--- src/rtl/msb_pkg.sv ---
// rtl/msb_pkg.sv - shared types and constants for the serial MSB scanner
package msb_pkg;

    localparam int BYTE_W = 8;

    typedef enum logic [1:0] {
        IDLE = 2'd0,
        SCAN = 2'd1,
        DONE = 2'd2
    } state_t;

    // One extra bit so the value WIDTH itself (top bit set) is representable.
    function automatic int pos_width(input int width);
        return $clog2(width) + 1;
    endfunction

endpackage

--- src/rtl/msb_byte_enc.sv ---
// rtl/msb_byte_enc.sv - combinational 1-based MSB encoder for one byte (0 = zero byte)
import msb_pkg::*;

module msb_byte_enc (
    input  logic [7:0] i_byte,
    output logic [3:0] o_pos
);

    always_comb begin
        o_pos = '0;
        for (int b = 0; b < BYTE_W; b++) begin
            if (i_byte[b]) begin
                o_pos = 4'(b + 1);
            end
        end
    end

endmodule

--- src/rtl/msb_seq_scanner.sv ---
// rtl/msb_seq_scanner.sv - byte-serial MSB finder, top byte first; MSB_CYCLE_CNT_EN adds out_cycles
import msb_pkg::*;

module msb_seq_scanner #(
    parameter int WIDTH  = 32,
    parameter int NBYTES = WIDTH / 8,
    parameter int POS_W  = pos_width(WIDTH)
) (
    input  logic             clk,
    input  logic             rst_n,
    input  logic             in_valid,
    output logic             in_ready,
    input  logic [WIDTH-1:0] input_num,
    output logic             out_valid,
    input  logic             out_ready,
`ifdef MSB_CYCLE_CNT_EN
    output logic [$clog2(NBYTES):0] out_cycles,
`endif
    output logic [POS_W-1:0] output_pos
);

    localparam int IDX_W = (NBYTES > 1) ? $clog2(NBYTES) : 1;

    state_t            r_state;
    logic [WIDTH-1:0]  r_word;
    logic [IDX_W-1:0]  r_idx;
    logic [POS_W-1:0]  r_pos;

    logic [BYTE_W-1:0] w_bytes [NBYTES];
    logic [BYTE_W-1:0] w_byte;
    logic [3:0]        w_enc;
    logic [POS_W-1:0]  w_pos;
    logic              w_stop;

    for (genvar g = 0; g < NBYTES; g++) begin : g_bytes
        assign w_bytes[g] = r_word[g*BYTE_W +: BYTE_W];
    end

    assign w_byte = w_bytes[r_idx];

    msb_byte_enc u_enc (
        .i_byte (w_byte),
        .o_pos  (w_enc)
    );

    // A zero byte at idx 0 yields w_pos = 0, which is exactly the all-zero result.
    assign w_pos  = POS_W'({r_idx, 3'b000}) + POS_W'(w_enc);
    assign w_stop = (w_enc != 4'd0) || (r_idx == '0);

    assign in_ready   = rst_n && (r_state == IDLE);
    assign out_valid  = (r_state == DONE);
    assign output_pos = r_pos;

    always_ff @(posedge clk) begin
        if (!rst_n) begin
            r_state <= IDLE;
            r_word  <= '0;
            r_idx   <= '0;
            r_pos   <= '0;
        end else begin
            case (r_state)
                IDLE: begin
                    if (in_valid) begin
                        r_word  <= input_num;
                        r_idx   <= IDX_W'(NBYTES - 1);
                        r_state <= SCAN;
                    end
                end
                SCAN: begin
                    if (w_stop) begin
                        r_pos   <= w_pos;
                        r_state <= DONE;
                    end else begin
                        r_idx <= r_idx - 1'b1;
                    end
                end
                DONE: begin
                    if (out_ready) begin
                        r_state <= IDLE;
                    end
                end
                default: r_state <= IDLE;
            endcase
        end
    end

`ifdef MSB_CYCLE_CNT_EN
    localparam int CNT_W = $clog2(NBYTES) + 1;

    logic [CNT_W-1:0] r_cycles;

    // Bytes examined = NBYTES - idx at the byte where the scan stopped.
    always_ff @(posedge clk) begin
        if (!rst_n) begin
            r_cycles <= '0;
        end else if (r_state == SCAN && w_stop) begin
            r_cycles <= CNT_W'(NBYTES) - CNT_W'(r_idx);
        end
    end

    assign out_cycles = r_cycles;
`endif

endmodule

--- config.mk ---
export PLATFORM = sky130hd
export DESIGN_NAME = msb_seq_scanner
export DESIGN_NICKNAME = d
export VERILOG_FILES = /design/src/rtl/msb_pkg.sv /design/src/rtl/msb_byte_enc.sv /design/src/rtl/msb_seq_scanner.sv
export SDC_FILE = /design/constraint.sdc
export NUM_CORES = 1
export LEC_CHECK = 0
export ABC_AREA = 1
export ABC_CLOCK_PERIOD_IN_PS = 2540
export CAP_MARGIN = 20
export CORE_ASPECT_RATIO = 0.75
export CORE_UTILIZATION = 30
export DETAILED_ROUTE_END_ITERATION = 16
export HOLD_SLACK_MARGIN = 0.12
export PLACE_DENSITY_LB_ADDON = 0.05
export SYNTH_ARGS = -nofsm -noshare
export SYNTH_HDL_FRONTEND = slang
export SYNTH_SLANG_ARGS = --single-unit
--- constraint.sdc ---
create_clock -name clk -period 2.54 [get_ports clk]
set_input_delay 0.508 -clock clk [delete_from_list [all_inputs] [get_ports clk]]
set_output_delay 0.508 -clock clk [all_outputs]
set_load 0.02 [all_outputs]
; Word level (Yosys, flattened, before mapping)
; Index checks and enable logic that the tools add are counted.
[totals]
reg_bits = 42
input_bits = 36
out_inout_bits = 8
word_cells = 42
[op_classes]
n_addsub = 2
magnitude_cmp = 1
eq_ne = 6
mux = 18
n_bitwise = 1
reduce_logical = 10
[ops]
columns = op, count
row1 = 8-bit binary-select mux with 2-bit select, 1
row2 = 8-bit 2-to-1 mux, 2
row3 = 2-bit 2-to-1 mux, 7
row4 = 3-bit 2-to-1 mux, 4
row5 = 5-bit by 4-bit adder with 6-bit output, 1
row6 = "2-bit != test, second input constant", 3
row7 = 2-bit case mux with 3 select lines, 1
row8 = 3-bit AND reduction, 2
row9 = 2-bit zero test, 2
row10 = 4-bit 2-to-1 mux, 1
row11 = 2-bit case mux with 2 select lines, 1
row12 = 2-bit AND reduction, 2
row13 = 4-bit nonzero test, 1
row14 = "3-bit greater-or-equal comparator, second input constant", 1
row15 = 2-bit NOT with 3-bit output, 1
row16 = "2-bit by 1-bit == test with 1-bit output, second input constant", 1
row17 = "2-bit == test, second input constant", 1
row18 = "2-bit by 1-bit != test with 1-bit output, second input constant", 1
row19 = 2-bit nonzero test, 1
row20 = "2-bit by 1-bit subtractor with 2-bit output, second input constant", 1
row21 = 1-bit logical AND, 1
row22 = 1-bit logical OR, 1
row23 = 1-bit 2-to-1 mux, 1

; Longest topological paths before layout
[depth]
word_depth = 16
depth_mapped = 17
mapped_depth_nobuf = 15

; Modules after synthesis
; Synthesis repeated with hierarchy kept, for this count alone.
[hier_totals]
hier_cells = 265
area_unflattened_um2 = 1879.3
[modules_own_cells]
columns = module, instances, cells_each, area_per_inst_um2, seq_area_each_um2
row1 = msb_seq_scanner, 1, 248, 1800.5, 840.8
row2 = msb_byte_enc, 1, 17, 78.8, 0.0

; Least setup slack after synthesis
; OpenSTA, ideal clock, no wires.
[synth_timing]
path_kind = register to register
from = reg r_idx[0]
to = reg r_idx[0]
setup_ps = 115
arrival_ps = 1536
required_time_ps = 2425
slack_ps = 889
path_stages_with_launch = 13
n_path_buf = 2
period_less_slack_ps = 1651
path_cell_list = dfxtp_1 > buf_6 > inv_4 > buf_6 > nand2_1 > nand3_1 > nand2_1 > nand2_2 > or2_4 > nor2_8 > nand3_2 > a21oi_1 > nor2_1
[synth_between]
elab_chain_len = 16
word_cells_on_any_way = 20
cone_classes = add/sub (1) / eq/ne (1) / mux (13) / bitwise (1) / reduce/logical (4)
[synth_rtl]
columns = element, line_no
row1 = from (decl), msb_seq_scanner.sv:26  ; logic [IDX_W-1:0] r_idx;
row2 = from (signal assigned), msb_seq_scanner.sv:65  ; r_idx <= IDX_W'(NBYTES - 1);
row3 = from (signal assigned), msb_seq_scanner.sv:74  ; r_idx <= r_idx - 1'b1;
row4 = 2-bit NOT with 3-bit output (not written as such), msb_seq_scanner.sv:39  ; assign w_byte = w_bytes[r_idx];
row5 = 8-bit binary-select mux with 2-bit select, msb_seq_scanner.sv:39
row6 = 8-bit 2-to-1 mux (not written as such) (2 in a row), msb_seq_scanner.sv:39
row7 = 1-bit 2-to-1 mux, msb_byte_enc.sv:12  ; if (i_byte[b]) begin
row8 = 2-bit 2-to-1 mux (2 in a row), msb_byte_enc.sv:12
row9 = 3-bit 2-to-1 mux (4 in a row), msb_byte_enc.sv:12
row10 = 4-bit 2-to-1 mux, msb_byte_enc.sv:12
row11 = 4-bit nonzero test, msb_seq_scanner.sv:48  ; assign w_stop = (w_enc != 4'd0) || (r_idx == '0);
row12 = 1-bit logical OR, msb_seq_scanner.sv:48
row13 = 2-bit != test (no source line), n/a
row14 = 3-bit AND reduction (no source line), n/a
; Several ways; a longest one is shown, not always the timed one. The select of a mux whose other input is x is not followed.
; A chain may end at the register's enable or synchronous reset.

; Final worst setup path
[layout_timing]
from = in rst_n
to = out in_ready
[layout_between]
elab_chain_len = 1
[layout_rtl]
columns = element, line_no
row1 = from (decl), msb_seq_scanner.sv:10  ; input logic rst_n,
row2 = 1-bit logical AND, msb_seq_scanner.sv:50  ; assign in_ready = rst_n && (r_state == IDLE);
row3 = to (decl), msb_seq_scanner.sv:12  ; output logic in_ready,
; No other way between the ends.

==> out/metrics.yaml <==
r2r_start: "r_idx[0]"
drive_above_1_share: 0.0728
layout_min_cycle_time_ns: 2.33
clock_skew_ns: 0.00505
crit_fanout: 2
die_x_um: 94.4
cts-root-buf: "clkbuf_8"
cpMostUsedCell: "clkdlybuf4s50_1"
slowest_stage: "clkdlybuf4s50_1"
worst-path-stages: 4
ys_types: 22
r2r_slack_ns: 0.53
clock.fmax_mhz: 428
cp_num_buf_inv: 3
area_growth_pct: 29.7
setup_tns_ns: 0
arrival_ns: 1.83
finalHoldViolCount: 0
avgSynthCellArea_um2: 7.01
h-tree-depth: 2
core_area_mm2: 0.00601
finalCritPeriodShare: 0.919
dp_cells: 387
p_per_area_mw_per_mm2: 611
vias_per_cell: 4.55
clk_pin_slew_ns: 0.07
hold_class: "flop to flop"
setup_viol: 0
post_cts_resized: 0
ys_seq_area_frac: 0.438
drt_wl_total_um: 4620
irDropWorstVdd_uv: 184
ys_seq_elements: 42
grt_max_degree: 36
drt_iter0_markers: 52
cts_hold_buffers: 0
drv_cap: 0
r2r-end: "r_idx[0]"
p_leak_nw: 1.03
post-cts-setup-buffer-count: 0
fp-row-count: 24
final-instance-count-excl-fill: 394
crit_start: "rst_n"
clock_sink_count: 42
insertion_delay_ns: 0.29
die_y_um: 71.3
numCtsBuffers: 5
tightest_slew_ns: 0.472
num_vias: 1792
r2r_cells: 11
clock_path_buffers: 2
drc: 0
grt_pass1_vias: 1759
grt.total_usage: 0.151
dieArea_mm2: 0.00673
min_from: "output_pos[0]"
final_antenna_net_count: 0
start_kind: "input pin"
synthCells: 274
nNetsFinal: 355
synth_fp_nets: 313
gp_congestion: 0.755
critical_path.max_stage_delay_ns: 0.62
dp_hpwl_um: 3210
required_ns: 2.03
rsz0062_at_grt: "false"
port-buffer-count: 43
cp-end-kind: "output pin"
grt-ovfl-total: 0
status: "finished clean"
wl_per_cell_um: 11.7
grt_pass1_wl_um: 7770
drv_slew: 0
crit_path_end: "in_ready"
antenna_found_initial: 0
ios: 44
diodes: 0
whs_ns: 0.457
yosysWarnings: 0
slew_headroom: 0.685
cts_tree: "built"
dr.pass1.iters: 4
start_util: 0.320
critical_path.cell_chain: "clkdlybuf4s50_1 > inv_1 > nor3_1 > clkdlybuf4s50_1"
critPathKind: "input pin to output pin"
syn_area_mm2: 0.00192
fillerInstances: 669
crit_family: "buffers and inverters"
-- Yosys cell counts --
library cell,count,share of area
nor2_1,64,0.13
nand2_1,58,0.11
dfxtp_1,42,0.44
o21ai_0,33,0.086
nand3_1,22,0.057
a21oi_1,16,0.042
inv_1,9,0.018
clkbuf_1,6,0.012
buf_2,3,0.0078
buf_6,3,0.018
ha_1,3,0.020
buf_1,2,0.0039
inv_2,2,0.0039
nand2_2,2,0.0065
nand2_4,2,0.012
a32oi_2,1,0.0085
buf_4,1,0.0039
inv_4,1,0.0033
nand3_2,1,0.0052
nor2_8,1,0.010
nor3_1,1,0.0026
or2_4,1,0.0046
-- metal layers --
metal | wire length (um) | vias to the layer above | part of all wire | global-route usage
met1 | 2390 | 786 | 0.52 | 0.203
met5 | 0 | - | 0 | 0
li1 | - | 961 | - | -
met3 | 249 | 8 | 0.054 | 0.0350
met2 | 1920 | 37 | 0.42 | 0.240
met4 | 61 | 0 | 0.013 | 0.0462
-- tightest hold or removal path, stage by stage (launching register included) --
cell and delay (ns):
dfxtp_1 0.31, nand2_1 0.06, a21oi_1 0.05
-- through the flow --
stage / worst slack, ns / area, um^2 / power, mW / utilization
floorplan: 0.889 / 1920 / 1.01 / -
global placement: 0.168 / 2410 / 1.14 / 0.402
detailed placement: 0.198 / 2410 / 1.14 / 0.402
CTS: 0.189 / 2490 / 1.55 / 0.415
global route: 0.120 / 2490 / 1.62 / 0.415
finish: 0.206 / 2490 / 1.52 / 0.415
-- state kept, by name, indices dropped and copies added (netlist names) --
name,count
r_state,2
r_word,32
output_pos,6
r_idx,2
-- placed cells by master, fill, tap and decap left out --
master | synthesis | routed
nor3_1 | 1 | 1
or2_4 | 1 | 1
inv_1 | 9 | 9
clkdlybuf4s50_1 | 0 | 43
inv_4 | 1 | 1
nand2_2 | 2 | 2
inv_2 | 2 | 2
ha_1 | 3 | 3
o21ai_0 | 33 | 33
a32oi_2 | 1 | 1
nand3_1 | 22 | 22
nand3_2 | 1 | 1
nand2_1 | 58 | 58
clkbuf_1 | 6 | 2
nor2_1 | 64 | 64
dfxtp_1 | 42 | 42
clkbuf_8 | 0 | 5
nand2_4 | 2 | 2
a21oi_1 | 16 | 16
nor2_8 | 1 | 1
buf_4 | 1 | 7
-- report_power, final --
part | total (mW) | leakage (nW) | internal (mW) | switching, mW
Clock | 0.400 | 0.0383 | 0.189 | 0.211
Combinational | 0.373 | 0.646 | 0.164 | 0.209
Sequential | 0.750 | 0.347 | 0.717 | 0.0330
-- area by class of cell --
type	instances	area, um^2	share of cell area
inverter	12	47.5	0.0191
timing repair buffer	50	483	0.194
sequential	42	841	0.338
tap	78	97.6	0.0392
multi-input combinational	205	946	0.380
clock buffer	7	76.3	0.0306
-- logic make-up (layout without fill, tap and decap cells) --
kind of cell,count (synthesis),count (layout),synth area share
and+or+nand+nor,152,152,0.337
AOI/OAI and AO/OA,50,50,0.136
DFF,42,42,0.438
buffers and inverters,27,69,0.0697
adders and majority gates,3,3,0.0195
-- worst min-delay path by stage --
stage	end	slack, ns	depth (start not counted)
final	output_pos[0]	0.46	2
after global routing	output_pos[1]	0.48	2
after CTS	output_pos[0]	0.46	2
after detailed placement	output_pos[0]	0.45	2
after global placement	r_word[16]	0.45	2
after floorplan	r_word[24]	0.43	2
(Power assumes the default switching activity.)
